## src/rtl/time_disp_pkg.sv

```systemverilog
// Shared constants for the time display path: active-low segment glyphs and digit positions.
package time_disp_pkg;

  // Segment vectors are active low, bit 0 = a ... bit 6 = g.
  localparam logic [6:0] SEG_BLANK = 7'h7F;
  localparam logic [6:0] SEG_DASH  = 7'b0111111;

  // Index 0 is the rightmost entry of the concatenation.
  localparam logic [9:0][6:0] SEG_DIGITS = {
    7'b0010000,  // 9
    7'b0000000,  // 8
    7'b1111000,  // 7
    7'b0000010,  // 6
    7'b0010010,  // 5
    7'b0011001,  // 4
    7'b0110000,  // 3
    7'b0100100,  // 2
    7'b1111001,  // 1
    7'b1000000   // 0
  };

  typedef enum logic [1:0] {
    DIG_MIN_U = 2'd0,
    DIG_MIN_T = 2'd1,
    DIG_HR_U  = 2'd2,
    DIG_HR_T  = 2'd3
  } digit_e;

  function automatic logic is_hour_digit(input digit_e d);
    return (d == DIG_HR_U) || (d == DIG_HR_T);
  endfunction

endpackage

```

## src/rtl/bcd_to_seg7.sv

```systemverilog
// Combinational BCD nibble to active-low 7-segment decoder; non-decimal nibbles show a dash.
module bcd_to_seg7
  import time_disp_pkg::*;
(
  input  logic [3:0] bcd_i,
  output logic [6:0] seg_n_o
);

  always_comb begin
    seg_n_o = SEG_DASH;
    if (bcd_i <= 4'd9) begin
      seg_n_o = SEG_DIGITS[bcd_i];
    end
  end

endmodule

```

## src/rtl/time_display_scan.sv

```systemverilog
// Multiplexed 4-digit common-anode display driver with per-frame time snapshot and field blinking.
// Optional: define HOUR_LEADING_ZERO_BLANK_EN to blank a leading zero in the hour tens digit.
module time_display_scan
  import time_disp_pkg::*;
#(
  parameter int SCAN_DIV     = 1000,
  parameter int BLINK_FRAMES = 64
) (
  input  logic       clk,
  input  logic       reset_n,
  input  logic [7:0] hour_bcd,
  input  logic [7:0] min_bcd,
  input  logic       set_ena,
  input  logic       set_sel,
  output logic [3:0] an_n,
  output logic [6:0] seg_n,
  output logic       dp_n,
  output logic       frame_tick
);

  localparam int SCAN_W  = (SCAN_DIV > 2) ? $clog2(SCAN_DIV) : 1;
  localparam int BLINK_W = (BLINK_FRAMES > 1) ? $clog2(BLINK_FRAMES) : 1;
  localparam logic [SCAN_W-1:0]  SCAN_LAST  = SCAN_W'(SCAN_DIV - 1);
  localparam logic [BLINK_W-1:0] BLINK_LAST = BLINK_W'(BLINK_FRAMES - 1);

  logic [SCAN_W-1:0]  scan_q, scan_d;
  digit_e             dig_q, dig_d;
  logic [15:0]        snap_q, snap_d;
  logic [BLINK_W-1:0] blink_cnt_q, blink_cnt_d;
  logic               blink_ph_q, blink_ph_d;

  logic [3:0] an_n_q, an_n_d;
  logic [6:0] seg_n_q, seg_n_d;
  logic       dp_n_q, dp_n_d;
  logic       tick_q, tick_d;

  logic       scan_wrap, frame_wrap;
  logic [3:0] nibble;
  logic [6:0] glyph;
  logic       blank;

  always_ff @(posedge clk or negedge reset_n) begin
    if (!reset_n) begin
      scan_q      <= '0;
      dig_q       <= DIG_MIN_U;
      snap_q      <= 16'h0000;
      blink_cnt_q <= '0;
      blink_ph_q  <= 1'b1;
      an_n_q      <= 4'b1111;
      seg_n_q     <= SEG_BLANK;
      dp_n_q      <= 1'b1;
      tick_q      <= 1'b0;
    end else begin
      scan_q      <= scan_d;
      dig_q       <= dig_d;
      snap_q      <= snap_d;
      blink_cnt_q <= blink_cnt_d;
      blink_ph_q  <= blink_ph_d;
      an_n_q      <= an_n_d;
      seg_n_q     <= seg_n_d;
      dp_n_q      <= dp_n_d;
      tick_q      <= tick_d;
    end
  end

  // The snapshot only moves at the frame boundary, so counter ripple never shows mid-frame.
  always_comb begin
    scan_wrap   = (scan_q == SCAN_LAST);
    frame_wrap  = scan_wrap && (dig_q == DIG_HR_T);
    scan_d      = scan_wrap ? '0 : scan_q + 1'b1;
    dig_d       = scan_wrap ? digit_e'(dig_q + 2'd1) : dig_q;
    snap_d      = frame_wrap ? {hour_bcd, min_bcd} : snap_q;
    blink_cnt_d = blink_cnt_q;
    blink_ph_d  = blink_ph_q;
    if (frame_wrap) begin
      if (blink_cnt_q == BLINK_LAST) begin
        blink_cnt_d = '0;
        blink_ph_d  = ~blink_ph_q;
      end else begin
        blink_cnt_d = blink_cnt_q + 1'b1;
      end
    end
  end

  always_comb begin
    case (dig_d)
      DIG_MIN_U: nibble = snap_d[3:0];
      DIG_MIN_T: nibble = snap_d[7:4];
      DIG_HR_U:  nibble = snap_d[11:8];
      default:   nibble = snap_d[15:12];
    endcase
  end

  bcd_to_seg7 u_dec (
    .bcd_i   (nibble),
    .seg_n_o (glyph)
  );

  // Outputs are computed from next state so pins line up with the registered scan position.
  always_comb begin
    blank = set_ena && !blink_ph_d &&
            (set_sel ? is_hour_digit(dig_d) : !is_hour_digit(dig_d));
`ifdef HOUR_LEADING_ZERO_BLANK_EN
    if ((dig_d == DIG_HR_T) && (snap_d[15:12] == 4'h0)) begin
      blank = 1'b1;
    end
`endif
    an_n_d  = (scan_d == '0) ? 4'b1111 : ~(4'b0001 << dig_d);
    seg_n_d = blank ? SEG_BLANK : glyph;
    dp_n_d  = (dig_d == DIG_HR_U) ? ~blink_ph_d : 1'b1;
    tick_d  = frame_wrap;
  end

  assign an_n       = an_n_q;
  assign seg_n      = seg_n_q;
  assign dp_n       = dp_n_q;
  assign frame_tick = tick_q;

endmodule

```

## config.mk

```make
export PLATFORM = sky130hd
export DESIGN_NAME = time_display_scan
export DESIGN_NICKNAME = d
export VERILOG_FILES = /design/src/rtl/time_disp_pkg.sv /design/src/rtl/bcd_to_seg7.sv /design/src/rtl/time_display_scan.sv
export SDC_FILE = /design/constraint.sdc
export NUM_CORES = 1
export LEC_CHECK = 0
export ABC_AREA = 1
export BUFFER_PORTS_ARGS = -buffer_cell sky130_fd_sc_hd__buf_2
export CORE_MARGIN = 2
export CORE_UTILIZATION = 62
export DETAILED_ROUTE_END_ITERATION = 8
export PLACE_DENSITY = 0.81
export SYNTH_ARGS = -nofsm -noshare
export SYNTH_HDL_FRONTEND = slang
export SYNTH_HIERARCHICAL = 1
export SYNTH_SLANG_ARGS = --single-unit
```

## constraint.sdc

```tcl
create_clock -name clk -period 7.4 [get_ports clk]
set_clock_uncertainty 0.15 [all_clocks]
set_input_delay 0.74 -clock clk [delete_from_list [all_inputs] [get_ports clk]]
set_output_delay 0.74 -clock clk [all_outputs]
set_load 0.02 [all_outputs]
```

==> results.json, run 1 <==
{
  "status": "completed",
  "setup_failing_eps_final": 0,
  "max_freq_mhz": 322.7,
  "initial_utilization": 0.6374,
  "postCtsHoldBufs": 0,
  "arrival_worst_endpoint_ns": 3.19,
  "cts-root-buf": "sky130_fd_sc_hd__clkbuf_8",
  "clock_tree.htree_level_count": 2,
  "worstMarginPinSlew_ns": 1.074,
  "grt_setup_unrepaired": "false",
  "gpl_congestion": 0.7857,
  "nets": 364,
  "cellPowerDensity_mw_per_mm2": 156.9,
  "synth_compound_area_frac": 0.02521,
  "cp.buffers_inverters": 3,
  "floorplan.io_pins": 33,
  "critical_path_required_ns": 7.49,
  "path_delay_family": "simple AND/OR/NAND/NOR gates",
  "sequentialPowerShare": 0.601,
  "crit_path_top_delay_cell": "sky130_fd_sc_hd__dfrtp_1",
  "cellLeakagePower_uw": 0.001447,
  "hpwl_um": 3682,
  "drt.antenna.violating_nets": 0,
  "xor_xnor_share_of_the_synthesized_area": 0.01730,
  "count_of_non_filler_cells_in_the_finished_layout": 387,
  "max-vdd-ir-drop_mv": 0.1087,
  "first_pass_grt_wire_length_um": 8611,
  "worst_slew_margin_rel": 0.2838,
  "netlist_area_mm2": 0.002531,
  "synth.net_count": 331,
  "area_growth_pct": 10.23,
  "crit_path_frequent_cell": "sky130_fd_sc_hd__nand2_1",
  "sw_frac_of_total": 0.2193,
  "netlist_instances": 303,
  "antenna-diode-count": 0,
  "vias_per_cell": 5.152,
  "buffer_ports.inserted": 32,
  "crit_fanout": 24,
  "drt-pass1-iter-count": 5,
  "nature_of_the_critical_path_startpoint": "flop",
  "number_of_buffers_inserted_during_clock_tree_synthesis": 5,
  "drc": 0,
  "power.net_switching_uw": 96.00,
  "avgSynthCellArea_um2": 8.354,
  "report.power.total_uw": 437.7,
  "cts_tree": "yes",
  "synth-warning-count": 6,
  "worstPathCellList": "ha_1 > nand2_2 > nor2_4 > nand3_4 > nor2_4 > nand2_1 > nand2_1 > nand2_1 > nand4_1 > inv_1 > ha_1 > nand2_1 > inv_1 > o21ai_0 > inv_1 > nand2_1",
  "grt_use_total": 0.2515,
  "fin_worst_hold_slack_ns": 0.3402,
  "main_combinational_cell_family_by_area_after_synthesis": "simple AND/OR/NAND/NOR gates",
  "clock_insertion_delay_worst_skew_ns": 0.30,
  "report.final.slew_viol_count": 0,
  "setup.worst_path.class": "flop to flop",
  "die_h_um": 67.90,
  "period_needed_ns": 3.099,
  "p_comb_frac": 0.027,
  "clockBufferDepth": 2,
  "core_area_mm2": 0.003971,
  "synth-adder-area-share": 0.03955,
  "totalNegativeSetupSlack_ns": 0,
  "post_cts.resized_instances": 0,
  "via_count": 1994,
  "floorplan.die.width_um": 67.90,
  "fillers": 328,
  "final_layout_size_suffix_gt1_frac": 0.2671,
  "synth_simple_gate_area_frac": 0.3524,
  "grt_start_max_net_pins": 49,
  "drtIter0Drc": 122,
  "synth-seq-cells": 48,
  "via_count_of_the_first_global_routing_pass": 1928,
  "clock_sinks": 48,
  "hp-class": "flop to flop",
  "clkPwrFrac": 0.372,
  "synth-seq-area-share": 0.4810,
  "report.final.hold_viol_count": 0,
  "num_rows": 23,
  "synthMuxAreaShare": 0,
  "placed_cells_incl_taps": 379,
  "detail_route.wirelength_um": 5158,
  "post-route-period-util": 0.4188,
  "grt_remaining_overflow": 0,
  "cts_setup_buffers": 0,
  "clkSlewWorstSetupHoldPaths_ns": 0.09,
  "yosys.cell_types.count": 26,
  "die_area_mm2": 0.004610,
  "antenna_found_initial": 0,
  "timing.max_cap.violations": 0,
  "critical_path.max_stage_delay_ns": 0.45,
  "routed_wire_length_per_instance_um": 13.33,
  "internal_power_uw": 341.7,
  "end_kind": "flop"
}
metal layers:
metal  part of all wire  global-route usage  vias up
li1                   -                   -      998
met3              0.039             0.04605       10
met5                  0                   0        -
met4              0.021             0.09250        0
met2               0.52              0.4375       52
met1               0.42              0.3128      934
layout make-up:
| type | instances | area (µm²) | share of cell area |
|---|---|---|---|
| sequential | 48 | 1217 | 0.4363 |
| multi-input combinational | 207 | 1100 | 0.3942 |
| timing repair buffer | 32 | 160.2 | 0.05740 |
| inverter | 42 | 157.7 | 0.05650 |
| clock buffer | 6 | 82.58 | 0.02960 |
| tap | 50 | 62.56 | 0.02242 |
| clock inverter | 2 | 10.01 | 0.003587 |
synth_stat cells:
library cell	n	area, µm²
sky130_fd_sc_hd__a21oi_1	1	5.000
sky130_fd_sc_hd__buf_4	3	22.52
sky130_fd_sc_hd__buf_6	3	33.78
sky130_fd_sc_hd__dfrtp_1	35	875.8
sky130_fd_sc_hd__dfstp_2	13	341.6
sky130_fd_sc_hd__ha_1	8	100.1
sky130_fd_sc_hd__inv_1	38	142.6
sky130_fd_sc_hd__inv_2	4	15.01
sky130_fd_sc_hd__nand2_1	108	405.4
sky130_fd_sc_hd__nand2_2	18	112.6
sky130_fd_sc_hd__nand2_4	2	22.52
sky130_fd_sc_hd__nand3_1	19	95.09
sky130_fd_sc_hd__nand3_2	1	10.01
sky130_fd_sc_hd__nand3_4	2	35.03
sky130_fd_sc_hd__nand3b_1	1	7.510
sky130_fd_sc_hd__nand4_1	10	62.56
sky130_fd_sc_hd__nor2_1	12	45.04
sky130_fd_sc_hd__nor2_2	2	12.51
sky130_fd_sc_hd__nor2_4	7	78.83
sky130_fd_sc_hd__nor3_1	1	5.000
sky130_fd_sc_hd__o21ai_0	6	30.03
sky130_fd_sc_hd__o21ai_1	1	5.000
sky130_fd_sc_hd__o21ai_2	1	8.760
sky130_fd_sc_hd__o21bai_1	2	15.01
sky130_fd_sc_hd__xnor2_1	2	17.52
sky130_fd_sc_hd__xor2_1	3	26.28
layout by cell type, fill, tap and decap left out, types with 7 or more instances in the layout:
cell type / count
sky130_fd_sc_hd__buf_2: 32
sky130_fd_sc_hd__nor2_4: 7
sky130_fd_sc_hd__ha_1: 8
sky130_fd_sc_hd__dfrtp_1: 35
sky130_fd_sc_hd__dfstp_2: 13
sky130_fd_sc_hd__nand3_1: 19
sky130_fd_sc_hd__nand4_1: 10
sky130_fd_sc_hd__inv_1: 38
sky130_fd_sc_hd__nor2_1: 12
sky130_fd_sc_hd__nand2_1: 108
sky130_fd_sc_hd__nand2_2: 18
power groups by stage:
stage	sequential, µW	combinational, µW	clock, µW
5_1_grt	263	13.7	177
4_1_cts	263	12.2	165
6_report	263	11.8	163
3_5_place_dp	268	12.2	0
3_3_place_gp	268	11.9	0
2_1_floorplan	268	0.995	0
path summary, 6_finish.rpt:
kind                            startpoint        endpoint  slack, ns  cells after the start
worst max-delay path             scan_q[0]        seg_n[3]       4.30                     16
worst min-delay path            snap_q[10]      snap_q[10]       0.34                      2
worst max register to register   scan_q[0]        seg_n[3]       4.30                     16
worst min register to register  snap_q[10]      snap_q[10]       0.34                      2
max in group asynchronous          reset_n       snap_q[7]       5.95                      1
min in group asynchronous          reset_n  blink_cnt_q[5]       0.47                      1
metrics by stage:
step	cell area, µm²	setup slack [ns]	util
CTS	2790	4.329	0.7026
global placement	2698	4.418	0.6793
floorplan	2531	4.907	-
detailed placement	2698	4.356	0.6793
global route	2790	3.922	0.7026
finish	2790	4.301	0.7026
worst register-to-register path, cell delays in order, from the launching register on:
cell and delay, ns:
sky130_fd_sc_hd__dfrtp_1 0.45, sky130_fd_sc_hd__ha_1 0.21, sky130_fd_sc_hd__nand2_2 0.11, sky130_fd_sc_hd__nor2_4 0.17, sky130_fd_sc_hd__nand3_4 0.20, sky130_fd_sc_hd__nor2_4 0.46
sky130_fd_sc_hd__nand2_1 0.13, sky130_fd_sc_hd__nand2_1 0.12, sky130_fd_sc_hd__nand2_1 0.07, sky130_fd_sc_hd__nand4_1 0.16, sky130_fd_sc_hd__inv_1 0.12, sky130_fd_sc_hd__ha_1 0.30
sky130_fd_sc_hd__nand2_1 0.07, sky130_fd_sc_hd__inv_1 0.05, sky130_fd_sc_hd__o21ai_0 0.16, sky130_fd_sc_hd__inv_1 0.06, sky130_fd_sc_hd__nand2_1 0.06
cell families (layout without fill, tap and decap cells):
logic type | Yosys count | after routing
flip-flops | 48 | 48
AND/OR/NAND/NOR | 183 | 183
buffers and inverters | 48 | 82
adder cells (fa/ha/maj) | 8 | 8
XOR/XNOR | 5 | 5
AO/OA/AOI/OAI | 11 | 11
flip-flops by register name (all words and copies together), names as in the netlist:
signal / flops
blink_ph_q: 1
seg_n: 7
dig_q: 2
snap_q: 16
an_n: 4
blink_cnt_q: 6
dp_n: 1
scan_q: 10
frame_tick: 1
Note: power is estimated with default switching activity, not from simulation.
==> run 2: changes to the inputs <==
--- a/config.mk
+++ b/config.mk
@@ -8,9 +8,9 @@
 export ABC_AREA = 1
 export BUFFER_PORTS_ARGS = -buffer_cell sky130_fd_sc_hd__buf_2
 export CORE_MARGIN = 2
-export CORE_UTILIZATION = 62
+export CORE_UTILIZATION = 52
 export DETAILED_ROUTE_END_ITERATION = 8
-export PLACE_DENSITY = 0.81
+export PLACE_DENSITY = 0.72
 export SYNTH_ARGS = -nofsm -noshare
 export SYNTH_HDL_FRONTEND = slang
 export SYNTH_HIERARCHICAL = 1
==> constraint.sdc (replaced) <==
create_clock -name clk -period 2.6 [get_ports clk]
set_clock_uncertainty 0.15 [all_clocks]
set_input_delay 0.26 -clock clk [delete_from_list [all_inputs] [get_ports clk]]
set_output_delay 0.26 -clock clk [all_outputs]
set_load 0.02 [all_outputs]
==> results.json, run 2 (synthesized netlist as in run 1, its figures left out) <==
{
  "via_count_of_the_first_global_routing_pass": 1981,
  "cts_tree": "yes",
  "clock_insertion_delay_worst_skew_ns": 0.31,
  "most_used_cells_in_the_layout_excluding_fill_and_tap_cells": "sky130_fd_sc_hd__nand2_1 (105), sky130_fd_sc_hd__inv_1 (36), sky130_fd_sc_hd__dfrtp_1 (35)",
  "largest_register_ffs": 16,
  "drt-pass1-iter-count": 6,
  "crit_path_frequent_cell": "sky130_fd_sc_hd__nand2_1",
  "totalNegativeSetupSlack_ns": 0,
  "core_area_mm2": 0.004723,
  "path_delay_family": "simple AND/OR/NAND/NOR gates",
  "max_freq_mhz": 395.6,
  "fin_worst_hold_slack_ns": 0.01511,
  "cp.buffers_inverters": 2,
  "final_layout_size_suffix_gt1_frac": 0.3622,
  "nets": 397,
  "p_comb_frac": 0.028,
  "antenna-diode-count": 0,
  "sw_frac_of_total": 0.2223,
  "worst_slew_margin_rel": 0.4095,
  "internal_power_uw": 974.3,
  "die_area_mm2": 0.005442,
  "period_needed_ns": 2.528,
  "buffer_ports.inserted": 32,
  "first_pass_grt_wire_length_um": 8728,
  "initial_utilization": 0.5359,
  "cts-root-buf": "sky130_fd_sc_hd__clkbuf_8",
  "grt_use_total": 0.2123,
  "regMostFlops": "snap_q",
  "area_growth_pct": 25.41,
  "worst_r2r_path_depth": 15,
  "routed_wire_length_per_instance_um": 12.25,
  "crit_fanout": 7,
  "cellPowerDensity_mw_per_mm2": 394.7,
  "number_of_buffers_inserted_during_clock_tree_synthesis": 5,
  "grt_setup_unrepaired": "true",
  "sequentialPowerShare": 0.597,
  "setup.worst_path.class": "flop to flop",
  "hp-class": "primary input to flop",
  "clkSlewWorstSetupHoldPaths_ns": 0.09,
  "num_rows": 25,
  "status": "completed",
  "critical_path_required_ns": 2.68,
  "critical_path.max_stage_delay_ns": 0.42,
  "clock_tree.htree_level_count": 2,
  "setup_ws_ns": 0.07195,
  "crit_path_top_delay_cell": "sky130_fd_sc_hd__dfrtp_1",
  "power.net_switching_uw": 278.6,
  "drt.antenna.violating_nets": 0,
  "floorplan.die.width_um": 73.77,
  "end_kind": "flop",
  "reg2reg_to": "seg_n[0]",
  "fin_util": 0.6721,
  "min_delay_worst_endpoint": "snap_q[15]",
  "minimum_setup_slack_after_placement_ns": -0.05895,
  "clockBufferDepth": 2,
  "crit-reg2reg-launch": "scan_q[1]",
  "drc": 0,
  "post-route-period-util": 0.9723,
  "antenna_found_initial": 0,
  "drtIter0Drc": 99,
  "arrival_worst_endpoint_ns": 2.61,
  "max-vdd-ir-drop_mv": 0.3041,
  "gpl_congestion": 0.8097,
  "grt_start_max_net_pins": 42,
  "cellLeakagePower_uw": 0.001641,
  "report.final.slew_viol_count": 0,
  "multi_input_area_mm2": 0.001209,
  "via_count": 2089,
  "seqCellArea_mm2": 0.001217,
  "detail_route.wirelength_um": 5355,
  "report.final.hold_viol_count": 0,
  "clock_sinks": 48,
  "worstMarginPinSlew_ns": 0.8858,
  "report.power.total_uw": 1253,
  "vias_per_cell": 4.780,
  "die_h_um": 73.77,
  "setup_failing_eps_final": 0,
  "r2r_slack_ns": 0.07,
  "fillers": 409,
  "grt_remaining_overflow": 0,
  "hpwl_um": 3675,
  "min_path_cells": 3,
  "worstPathCellList": "ha_4 > nand2_4 > nor2_4 > nand3_4 > nand2_1 > nand2_2 > nor2_4 > nand2_1 > nand4_1 > inv_2 > ha_4 > o21ai_2 > o21ai_2 > inv_1 > nand2_1",
  "timing.max_cap.violations": 0,
  "hold_start": "hour_bcd[7]",
  "nature_of_the_critical_path_startpoint": "flop",
  "clkPwrFrac": 0.375,
  "layout_commonest_cell": "sky130_fd_sc_hd__nand2_1",
  "floorplan.io_pins": 33
}
## run 2: changes by cell type in the layout (fill, tap and decap cells not counted), sizes merged
cell         change
nor2             +1
buf             +31
dlygate4sd3      +1
## run 2: how the worst max path moves through the flow
| stage | from | endpoint | slack (ns) | depth (start not counted) |
|---|---|---|---|---|
| finish | scan_q[1] | seg_n[0] | 0.07 | 15 |
| global route | scan_q[1] | seg_n[0] | -0.11 | 18 |
| CTS | scan_q[1] | seg_n[3] | 0.004 | 18 |
| detailed placement | scan_q[1] | seg_n[3] | -0.06 | 18 |
| global placement | scan_q[1] | seg_n[0] | 0.05 | 16 |
| floorplan | scan_q[0] | seg_n[3] | 0.11 | 19 |
## run 2: what timing repair did
action	in CTS	in global routing
hold endpoints to repair	35	0
cloned	1	0
buffers inserted	0	16
setup endpoints to repair	5	7
resized for setup	3	25
pin swaps	2	15
hold buffers	1	0
## run 2: cell type report
| type | count | area share |
|---|---|---|
| flip-flops and latches | 48 | 0.3835 |
| multi-input cells | 208 | 0.3808 |
| repair buffers | 64 | 0.1305 |
| inverters | 42 | 0.04966 |
| well taps | 67 | 0.02641 |
| clock buffers | 6 | 0.02602 |
| clock inverters | 2 | 0.003153 |
## run 2: power groups by stage
stage / combinational [µW] / clock [µW] / sequential, µW
after global routing: 41.7 / 510 / 749
after floorplan: 2.83 / 0 / 764
final: 35.0 / 469 / 748
after CTS: 36.8 / 478 / 748
after detailed placement: 35.8 / 0 / 762
after global placement: 34.9 / 0 / 762
## run 2: stage by stage
| step | cells | cell area, µm² |
|---|---|---|
| after floorplan | 303 | 2531 |
| after global placement | 411 | 2831 |
| after detailed placement | 411 | 2831 |
| after CTS | 421 | 2953 |
| after global routing | 437 | 3174 |
| final | 437 | 3174 |
## run 2: worst reg2reg max path, cell delays in order (launching register included)
cell and delay (ns):
sky130_fd_sc_hd__dfrtp_1 0.42, sky130_fd_sc_hd__ha_4 0.17, sky130_fd_sc_hd__nand2_4 0.06, sky130_fd_sc_hd__nor2_4 0.16
sky130_fd_sc_hd__nand3_4 0.17, sky130_fd_sc_hd__nand2_1 0.12, sky130_fd_sc_hd__nand2_2 0.12, sky130_fd_sc_hd__nor2_4 0.17
sky130_fd_sc_hd__nand2_1 0.10, sky130_fd_sc_hd__nand4_1 0.16, sky130_fd_sc_hd__inv_2 0.11, sky130_fd_sc_hd__ha_4 0.19
sky130_fd_sc_hd__o21ai_2 0.17, sky130_fd_sc_hd__o21ai_2 0.06, sky130_fd_sc_hd__inv_1 0.05, sky130_fd_sc_hd__nand2_1 0.06
## run 2: metal layers
layer	global-route usage	part of all wire	vias to the layer above
li1	-	-	1068
met1	0.2738	0.45	970
met2	0.3532	0.50	39
met3	0.04938	0.034	12
met4	0.06667	0.018	0
met5	0	0	-
